**src/rtl/uart_rx.sv**
```systemverilog
// -----------------------------------------------------------------------------
// uart_rx
//   Serial receiver paired with uart_tx. It synchronises the asynchronous line,
//   detects the start bit, samples each data bit at mid-bit (LSB first), checks
//   the stop bit and presents every received word on a valid/ready handshake.
//   Frame: 1 start bit, DLEN data bits, no parity, 1 stop bit, idle high.
//
// Ports
//   clk       in   system clock
//   rstn      in   synchronous active-low reset
//   i_rxs     in   asynchronous serial line, idle high
//   o_rvalid  out  received word available
//   i_rready  in   consumer accepts word
//   o_rdata   out  received word, LSB = first bit on the line
//   o_ferr    out  framing error (stop bit sampled low), qualifies o_rdata
//   o_ovr     out  one-cycle pulse: a completed frame was dropped (overrun)
//
// Handshake: a word transfers on every clk edge where o_rvalid && i_rready.
// While o_rvalid && !i_rready, o_rvalid/o_rdata/o_ferr are held stable.
// o_rvalid is never withdrawn without a transfer, and i_rready may be driven
// independently of o_rvalid. The line itself is never back-pressured.
// -----------------------------------------------------------------------------
module uart_rx #(
  parameter int BAUD = 921600,
  parameter int CLKF = 100000000,
  parameter int DLEN = 8
) (
  input  logic            clk,
  input  logic            rstn,
  input  logic            i_rxs,
  output logic            o_rvalid,
  input  logic            i_rready,
  output logic [DLEN-1:0] o_rdata,
  output logic            o_ferr,
  output logic            o_ovr
);

  localparam int BaudLimit = CLKF / BAUD - 1;
  localparam int HalfLimit = BaudLimit / 2;
  localparam int CW        = $clog2(BaudLimit + 1);
  localparam int BW        = $clog2(DLEN + 1);

  localparam logic [CW-1:0] BaudLim = CW'(BaudLimit);
  localparam logic [CW-1:0] HalfLim = CW'(HalfLimit);
  localparam logic [BW-1:0] LastBit = BW'(DLEN - 1);

  typedef enum logic [4:0] {
    IDLE  = 5'b00001,
    START = 5'b00010,
    DATA  = 5'b00100,
    STOP  = 5'b01000,
    BRK   = 5'b10000
  } state_t;

  state_t          r_state;
  logic            r_sync1;
  logic            r_sync2;
  logic [CW-1:0]   r_cnt;
  logic [BW-1:0]   r_bits;
  logic [DLEN-1:0] r_shift;
  logic            r_rvalid;
  logic [DLEN-1:0] r_rdata;
  logic            r_ferr;
  logic            r_ovr;

  logic            w_rxs;
  logic            w_tick;
  logic            w_can_load;

  // Two-flop synchroniser; both flops reset to the idle line level so reset
  // release never looks like a start bit.
  always_ff @(posedge clk) begin
    if (!rstn) begin
      r_sync1 <= 1'b1;
      r_sync2 <= 1'b1;
    end else begin
      r_sync1 <= i_rxs;
      r_sync2 <= r_sync1;
    end
  end

  assign w_rxs = r_sync2;

  // START waits half a bit so that every later tick lands at mid-bit.
  always_comb begin
    w_tick = 1'b0;
    if (r_state == START) w_tick = (r_cnt == HalfLim);
    else                  w_tick = (r_cnt == BaudLim);
  end

  // A new word may be loaded if the holding slot is empty or is being
  // emptied by a handshake in this very cycle.
  assign w_can_load = !r_rvalid || i_rready;

  always_ff @(posedge clk) begin
    if (!rstn) begin
      r_state  <= IDLE;
      r_cnt    <= '0;
      r_bits   <= '0;
      r_shift  <= '0;
      r_rvalid <= 1'b0;
      r_rdata  <= '0;
      r_ferr   <= 1'b0;
      r_ovr    <= 1'b0;
    end else begin
      r_ovr <= 1'b0;
      if (r_rvalid && i_rready) r_rvalid <= 1'b0;

      case (r_state)
        IDLE: begin
          r_cnt <= '0;
          if (!w_rxs) r_state <= START;
        end

        START: begin
          if (w_tick) begin
            r_cnt  <= '0;
            r_bits <= '0;
            // A start bit that is high again at mid-bit was a glitch.
            r_state <= w_rxs ? IDLE : DATA;
          end else begin
            r_cnt <= r_cnt + 1'b1;
          end
        end

        DATA: begin
          if (w_tick) begin
            r_cnt   <= '0;
            r_shift <= {w_rxs, r_shift[DLEN-1:1]};
            r_bits  <= r_bits + 1'b1;
            if (r_bits == LastBit) r_state <= STOP;
          end else begin
            r_cnt <= r_cnt + 1'b1;
          end
        end

        STOP: begin
          if (w_tick) begin
            r_cnt <= '0;
            if (w_can_load) begin
              r_rdata  <= r_shift;
              r_ferr   <= ~w_rxs;
              r_rvalid <= 1'b1;
            end else begin
              r_ovr <= 1'b1;
            end
            // A low stop bit may be a break; wait for the line to recover
            // instead of decoding the low level as further frames.
            r_state <= w_rxs ? IDLE : BRK;
          end else begin
            r_cnt <= r_cnt + 1'b1;
          end
        end

        BRK: begin
          r_cnt <= '0;
          if (w_rxs) r_state <= IDLE;
        end

        default: begin
          r_state  <= IDLE;
          r_cnt    <= '0;
          r_bits   <= '0;
          r_shift  <= '0;
          r_rvalid <= 1'b0;
          r_rdata  <= '0;
          r_ferr   <= 1'b0;
          r_ovr    <= 1'b0;
        end
      endcase
    end
  end

  assign o_rvalid = r_rvalid;
  assign o_rdata  = r_rdata;
  assign o_ferr   = r_ferr;
  assign o_ovr    = r_ovr;

endmodule
```
**config.mk**
```make
export PLATFORM = sky130hd
export DESIGN_NAME = uart_rx
export DESIGN_NICKNAME = d
export VERILOG_FILES = /design/src/rtl/uart_rx.sv
export SDC_FILE = /design/constraint.sdc
export NUM_CORES = 1
export LEC_CHECK = 0
export ABC_AREA = 0
export CAP_MARGIN = 20
export CELL_PAD_IN_SITES_DETAIL_PLACEMENT = 1
export CELL_PAD_IN_SITES_GLOBAL_PLACEMENT = 2
export CORE_ASPECT_RATIO = 0.7
export CORE_MARGIN = 2
export CORE_UTILIZATION = 25
export DETAILED_ROUTE_END_ITERATION = 7
export DONT_BUFFER_PORTS = 1
export PLACE_DENSITY_LB_ADDON = 0.1
export SLEW_MARGIN = 0
export SYNTH_ARGS = -nofsm -noshare
export SYNTH_HDL_FRONTEND = slang
export SYNTH_SLANG_ARGS = --single-unit
```
**constraint.sdc**
```tcl
create_clock -name clk -period 2 [get_ports clk]
set_clock_uncertainty 0.05 [all_clocks]
set_input_delay 0.2 -clock clk [delete_from_list [all_inputs] [get_ports clk]]
set_output_delay 0.2 -clock clk [all_outputs]
set_load 0.005 [all_outputs]
```
==> reports/metrics.yaml, run 1 <==
clocking:
  worstSkewPairLatency_ns: 0.30
  cts-root-buf: "clkbuf_8"
  clkTransAtPathRegs_ns: 0.09
  cts_buffers: 5
  cts_htree_levels: 2
  cts_tree: "built"
  cts.sinks: 37
  cts_buffer_depth: 2
global_routing:
  grt_overflow_total: 0
  grt_max_degree: 13
  grt_usage_pct: 13.7
  antenna_found_initial: 0
  grt_first_pass_wirelength_mm: 7.73
  grt_pass1_vias: 1461
pwr:
  power_density_mw_per_mm2: 972
  switching_share_pct: 31.8
  ir_drop_v: 0.000266
  combPwrFrac_pct: 31.0
  p_switching_w: 0.000669
  p_clk_share_pct: 31.5
  p_leak_nw: 0.850
  power_w: 0.00211
  p_int_w: 0.00144
  power_frac_seq_pct: 37.6
sta:
  setup_viol: 0
  post-route-period-util_pct: 96.6
  fmax_ghz: 0.518
  slew_headroom_pct: 63.6
  final_hold_viol_count: 1
  whs_ns: -0.00171
  min_period_ns: 1.93
  layout_setup_ws_ns: 0.0689
  slew_violations: 0
  rsz0062_at_grt: "true"
  tns_ns: 0
  worstMarginPinSlew_ns: 0.543
worst_hold_path:
  holdPathStages: 2
  min_from: "rstn"
  hold_end: "r_shift[7]"
  holdCritPathClass: "in -> reg"
route:
  wl_per_cell_um: 15.0
  drt_iter0_drc: 41
  viasPerCell: 4.65
  vias: 1437
  ant_nets: 0
  routed_wl_mm: 4.63
  firstDrtPassIters: 4
  drc: 0
yosys:
  synth_edf_count: 0
  synth-xor-area-share_pct: 4.14
  synthSimpleGateAreaFrac_pct: 26.1
  synth_seq_cells: 37
  synth_seq_area_share_pct: 43.8
  muxShareOfSynthArea_pct: 6.65
  synth_area_sq_mm: 0.00169
  synth-compound-area-share_pct: 14.5
  async_flop_share_pct: 0
  synth.avg_cell_area_sq_um: 9.15
  synth_flop_cell: "dfxtp_1"
  synthAdderAreaFrac_pct: 1.48
  synth_top_family_by_area: "simple AND/OR/NAND/NOR gates"
  netlist_instances: 185
  yosysWarnings: 0
  syn_nets: 191
  yosysUniqueCellTypes: 46
worst_setup_path:
  rr_endpoint: "o_rdata[2]"
  critPathLaunch: "r_cnt[3]"
  cp.arrival_ns: 2.07
  reg2regPathDepth: 7
  crit_chain: "and4b_1 > nand4_1 > mux2i_4 > nor3_1 > o41a_1 > buf_12 > a22o_1"
  r2r_slack_ns: 0.07
  critical-path-slowest-cell: "dfxtp_2"
  crit_family: "compound AO/OA/AOI/OAI gates"
  slowest_delay_ns: 0.37
  cp-end-kind: "register"
  r2r-start: "r_cnt[3]"
  path_buf_inv: 1
  worstPathRequired_ns: 2.14
  path_class: "reg -> reg"
  critPathLaunchType: "register"
  crit_fanout: 9
die:
  fp.dieH_um: 72.9
  design.die.area_sq_mm: 0.00746
  fp.coreArea_sq_mm: 0.00666
  die_w_um: 102
  initial_utilization_pct: 25.4
  rows: 25
  pin_count: 15
placed_design:
  place_ws_ns: -0.0206
  globalplace.congestion: 0.829
  io_buffers: 0
  dp.cells: 297
  dp_hpwl_mm: 3.38
layout:
  nNetsFinal: 220
  seq_area_sq_um: 748
  layoutNonFillerInstCount: 309
  multi_input_area_sq_um: 913
  diodes: 0
  drive_above_1_share_pct: 24.2
  final_common_cell: "dfxtp_1"
  fillCellCount: 776
  mostFrequentLayoutCells: "dfxtp_1 (31), nand2_1 (27), buf_4 (24)"
  area_growth_pct: 28.0
outcome:
  violations: "negative hold slack"
  status: "finished, violations left"
job:
  cap_viol_max_count: 0
state kept, by name, summed over array words and instances, names as in the netlist, 4 cells and up:
register,count
r_state,5
r_shift,8
o_rdata,8
r_cnt,7
r_bits,4
metrics by stage:
step	instance area (sq um)	util, %
finish	2170	32.5
global route	2170	32.5
CTS	2120	31.9
detailed placement	1990	29.8
global placement	1990	29.8
floorplan	1690	-
cell type report:
type / count / area share [%]
clock buffers: 6 / 3.35
clock inverters: 2 / 1.79
flip-flops and latches: 37 / 34.5
well taps: 94 / 5.43
inverters: 4 / 0.693
multi-input cells: 136 / 42.1
repair buffers: 30 / 12.1
worst max-delay path by stage:
| stage | depth (start not counted) | slack, ns | end |
|---|---|---|---|
| after detailed placement | 7 | -0.02 | o_rdata[5] |
| after global placement | 7 | 0.03 | o_rdata[7] |
| after CTS | 7 | 0.004 | o_rdata[2] |
| final | 7 | 0.07 | o_rdata[2] |
| after floorplan | 7 | 0.09 | o_rdata[0] |
| after global routing | 8 | -0.02 | r_state[2] |
power by group through the flow:
stage | sequential, W | clock, W | combinational (W)
4_1_cts | 0.000787 | 0.000682 | 0.000620
5_1_grt | 0.000795 | 0.000722 | 0.000716
3_5_place_dp | 0.000804 | 0 | 0.000606
2_1_floorplan | 0.000780 | 0 | 0.000433
3_3_place_gp | 0.000804 | 0 | 0.000606
6_report | 0.000791 | 0.000663 | 0.000652
synth_stat cells (all sizes together) (2+ instances only):
cell    instances  share of area (%)
a31oi           2               0.74
and3            6                2.2
nor2b           2               0.74
a21oi           5                1.5
buf             5                1.8
inv             4               0.89
or3             2               0.74
clkbuf          3               0.67
nor3            3               0.89
mux2i          10                6.7
a22o            9                4.7
xor2            5                2.6
nand3           8                2.4
dfxtp          37                 44
o211ai          2               0.89
xnor2           3                1.6
nand2          27                6.0
nor2           18                4.6
nand2b          6                2.2
o21a            2               0.89
nand4           3                2.4
ha              2                1.5
o21ai           4                1.2
kinds of logic after synthesis:
family                     count (synthesis)
buffers and inverters                     12
DFF                                       37
and+or+nand+nor                           83
adders and majority gates                  2
xor gates and xnor gates                   8
AOI/OAI and AO/OA                         33
muxes                                     10
metal layers:
metal,share of wire (%),vias to the layer above,wire [um],global-route usage (%)
met3,3.4,5,157,3.45
met1,55,710,2540,20.7
met5,0,-,0,0
li1,-,705,-,-
met2,41,17,1880,18.6
met4,1.1,0,53,4.44
timing repair:
item                                    CTS  global route
pin swaps                                 0             2
buffers inserted                          0             1
hold buffers                              2             1
endpoints found under the setup margin   10            21
hold endpoints to repair                 11             1
gates resized for setup                   2            10
(Power assumes the default switching activity.)
==> run 2, diff against run 1 <==
--- a/config.mk
+++ b/config.mk
@@ -5,7 +5,7 @@
 export SDC_FILE = /design/constraint.sdc
 export NUM_CORES = 1
 export LEC_CHECK = 0
-export ABC_AREA = 0
+export ABC_AREA = 1
 export CAP_MARGIN = 20
 export CELL_PAD_IN_SITES_DETAIL_PLACEMENT = 1
 export CELL_PAD_IN_SITES_GLOBAL_PLACEMENT = 2
==> run 2 against run 1 <==
  * The run now ends clean
  * First-iteration DRC count grew 37%
  * Non-clock buffer count shrank 21
  * Routed wire length grew 5.6%
  * Via count grew 12%
  * Synthesized cell count grew 42%
  * Clock power grew 3.9%
  * Setup slack gained 0.077 ns
  * Synthesized area grew 6.9%
  * Utilization shrank 2.1 points
  * Die area grew 6.6%
  * Sequential share of layout area grew 0.84 points
  * Highest routed layer unchanged
==> reports/metrics.yaml, run 2 <==
layout:
  area_growth_pct: 15.7
  mostFrequentLayoutCells: "nand2_1 (67), nor2_1 (46), dfxtp_1 (37)"
  final_common_cell: "nand2_1"
  finalInstanceArea_sq_mm: 0.00209  # -3.3%
  nNetsFinal: 278  # +26%
  fillCellCount: 883  # +14%
  seq_area_sq_um: 741  # -1.0%
  drive_above_1_share_pct: 12.5  # -12 points
  diodes: 0  # unchanged
  multi_input_area_sq_um: 957  # +4.8%
  final_core_util_pct: 30.4  # -2.1 points
clocking:
  clkTransAtPathRegs_ns: 0.08  # about the same
  cts_buffers: 5  # unchanged
  cts_tree: "built"
  worstSkewPairLatency_ns: 0.29  # about the same
  cts_buffer_depth: 2  # unchanged
  cts_htree_levels: 2  # unchanged
  cts.sinks: 37  # unchanged
  cts_setup_buffers: 0  # unchanged
  cts-root-buf: "clkbuf_8"
sta:
  final_hold_viol_count: 0  # -1
  rsz0062_at_grt: "true"
  fmax_ghz: 0.539  # +4.1%
  post-route-period-util_pct: 92.7  # -3.8 points
  slew_headroom_pct: 45.0  # -19 points
  setup_viol: 0  # unchanged
  whs_ns: 0.0498  # +0.0515 ns
  slew_violations: 0  # unchanged
  tns_ns: 0  # unchanged
  layout_setup_ws_ns: 0.146  # +0.0769 ns
  min_period_ns: 1.85  # -0.0769 ns
  worstMarginPinSlew_ns: 0.822  # +0.278 ns
global_routing:
  grt_pass1_vias: 1659  # +14%
  grt_usage_pct: 13.8  # +0.17 points
  antenna_found_initial: 0  # unchanged
  grt_first_pass_wirelength_mm: 8.51  # +10%
  grt_max_degree: 21  # +8
  grt_overflow_total: 0  # unchanged
route:
  drt_iter0_drc: 56  # +37%
  vias: 1614  # +12%
  ant_nets: 0  # unchanged
  viasPerCell: 4.40  # -5.4%
  firstDrtPassIters: 4  # unchanged
  wl_per_cell_um: 13.3  # -11%
  drc: 0  # unchanged
  routed_wl_mm: 4.90  # +5.6%
die:
  initial_utilization_pct: 26.3  # +0.90 points
  rows: 25  # unchanged
  fp.dieH_um: 75.2  # +3.2%
  fp.coreArea_sq_mm: 0.00688  # +3.3%
  die_w_um: 106  # +3.3%
  design.die.area_sq_mm: 0.00795  # +6.6%
  pin_count: 15  # unchanged
yosys:
  synth_flop_cell: "dfxtp_1"
  synth.most_common_cell: "nand2_1"
  synth_seq_area_share_pct: 40.9  # -2.8 points
  syn_nets: 269  # +41%
  synth_top_area_share_pct: 40.9  # -2.8 points
  synth_area_leaders: "dfxtp_1 (41%), nand2_1 (14%), nor2_1 (10%), nand3_1 (8.3%), a21oi_1 (5.8%)"
  synth_top_area_cell: "dfxtp_1"
  synth_area_sq_mm: 0.00181  # +6.9%
  synth_edf_count: 0  # unchanged
  netlist_instances: 263  # +42%
  async_flop_share_pct: 0  # unchanged
  yosysWarnings: 0  # unchanged
  yosysUniqueCellTypes: 28  # -39%
  synth_seq_cells: 37  # unchanged
  synth_top_cells_by_count: "nand2_1 (68), nor2_1 (48), dfxtp_1 (37)"
  synth.avg_cell_area_sq_um: 6.88  # -25%
pwr:
  p_int_w: 0.00188  # +31%
  power_frac_seq_pct: 31.0  # -6.6 points
  switching_share_pct: 42.6  # +11 points
  ir_drop_v: 0.000533  # +100%
  combPwrFrac_pct: 48.0  # +17 points
  p_switching_w: 0.00139  # +110%
  p_leak_nw: 0.856  # +0.71%
  power_density_mw_per_mm2: 1560  # +61%
  p_clk_share_pct: 21.1  # -10 points
outcome:
  status: "completed"
placed_design:
  io_buffers: 0  # unchanged
  place_ws_ns: 0.0787  # +0.0993 ns
  post_dp_cell_area_sq_mm: 0.00193  # -2.7%
  dp_hpwl_mm: 3.59  # +6.3%
  globalplace.congestion: 0.766  # -7.6%
job:
  cap_viol_max_count: 0  # unchanged
worst_setup_path:
  cp.arrival_ns: 1.99  # -0.08 ns
  cp-end-kind: "register"
  critPathLaunchType: "register"
  worstPathRequired_ns: 2.13  # about the same
  path_class: "reg -> reg"
  crit_fanout: 8  # -1
worst_hold_path:
  holdCritPathClass: "in -> reg"
[run 2: cell count changes after synthesis, sizes merged, moves of 3 or more]
cell and change:
nand2 +45, inv +19, a22o -9, a21oi +16
nand2b -6, nor3b +3, nor2 +33, mux2i -10
and3 -6, nand3 +24
[run 2: layer usage]
| metal | wire length (um) | up-vias | part of all wire, % | GRT usage (%) |
|---|---|---|---|---|
| met2 | 1840 | 22 | 38 | 19.8 |
| met3 | 196 | 2 | 4.0 | 3.90 |
| met5 | 0 | - | 0 | 0 |
| li1 | - | 853 | - | - |
| met1 | 2840 | 737 | 58 | 20.7 |
| met4 | 19 | 0 | 0.39 | 2.63 |
[run 2: per-stage QoR]
step / std cells / power [W]
floorplan: 263 / 0.00225
global placement: 357 / 0.00260
detailed placement: 357 / 0.00258
CTS: 367 / 0.00331
global route: 367 / 0.00362
finish: 367 / 0.00327
[run 2: area by class of cell]
class | instances | area share [%]
clock buffers | 7 | 4.12
clock inverters | 1 | 1.43
inverters | 24 | 4.30
multi-input cells | 195 | 45.7
flip-flops and latches | 37 | 35.4
well taps | 94 | 5.62
repair buffers | 9 | 3.46
[run 2: path summary, 6_finish.rpt]
path	startpoint	to	slack [ns]	cells after the start
min reg2reg	r_sync1	r_sync2	0.36	1
min	i_rready	o_rvalid	0.05	3
max reg2reg	r_state[2]	r_state[3]	0.15	9
max	r_state[2]	r_state[3]	0.15	9
[run 2: worst max-delay path: stages (launching register included)]
cell,delay (ns)
dfxtp_1,0.35
nor2_2,0.20
nand2_1,0.13
nor2_4,0.19
nand2_1,0.09
nand2_1,0.11
nand3_4,0.15
nand2_2,0.17
nand3_1,0.09
a21oi_1,0.23
[run 2: logic make-up (layout without fill, tap and decap cells)]
group / Yosys count / in the layout / synth area share (%)
buf+inv: 31 / 41 / 7.53
simple gates: 166 / 166 / 41.9
xor+xnor: 4 / 4 / 1.94
compound gates: 23 / 23 / 6.36
flops: 37 / 37 / 40.9
fa+ha+maj: 2 / 2 / 1.38
[run 2: power groups by stage]
stage / combinational, W / clock, W / sequential [W]
floorplan: 0.00125 / 0 / 0.000992
global placement: 0.00157 / 0 / 0.00103
detailed placement: 0.00155 / 0 / 0.00103
CTS: 0.00157 / 0.000721 / 0.00102
global route: 0.00184 / 0.000745 / 0.00104
finish: 0.00157 / 0.000689 / 0.00101
[run 2: timing repair]
item                                   4_1_cts  5_1_grt
hold buffers                                 2        0
gates resized for setup                      0        6
setup endpoints to repair                    0       16
endpoints found under the hold margin       21        0
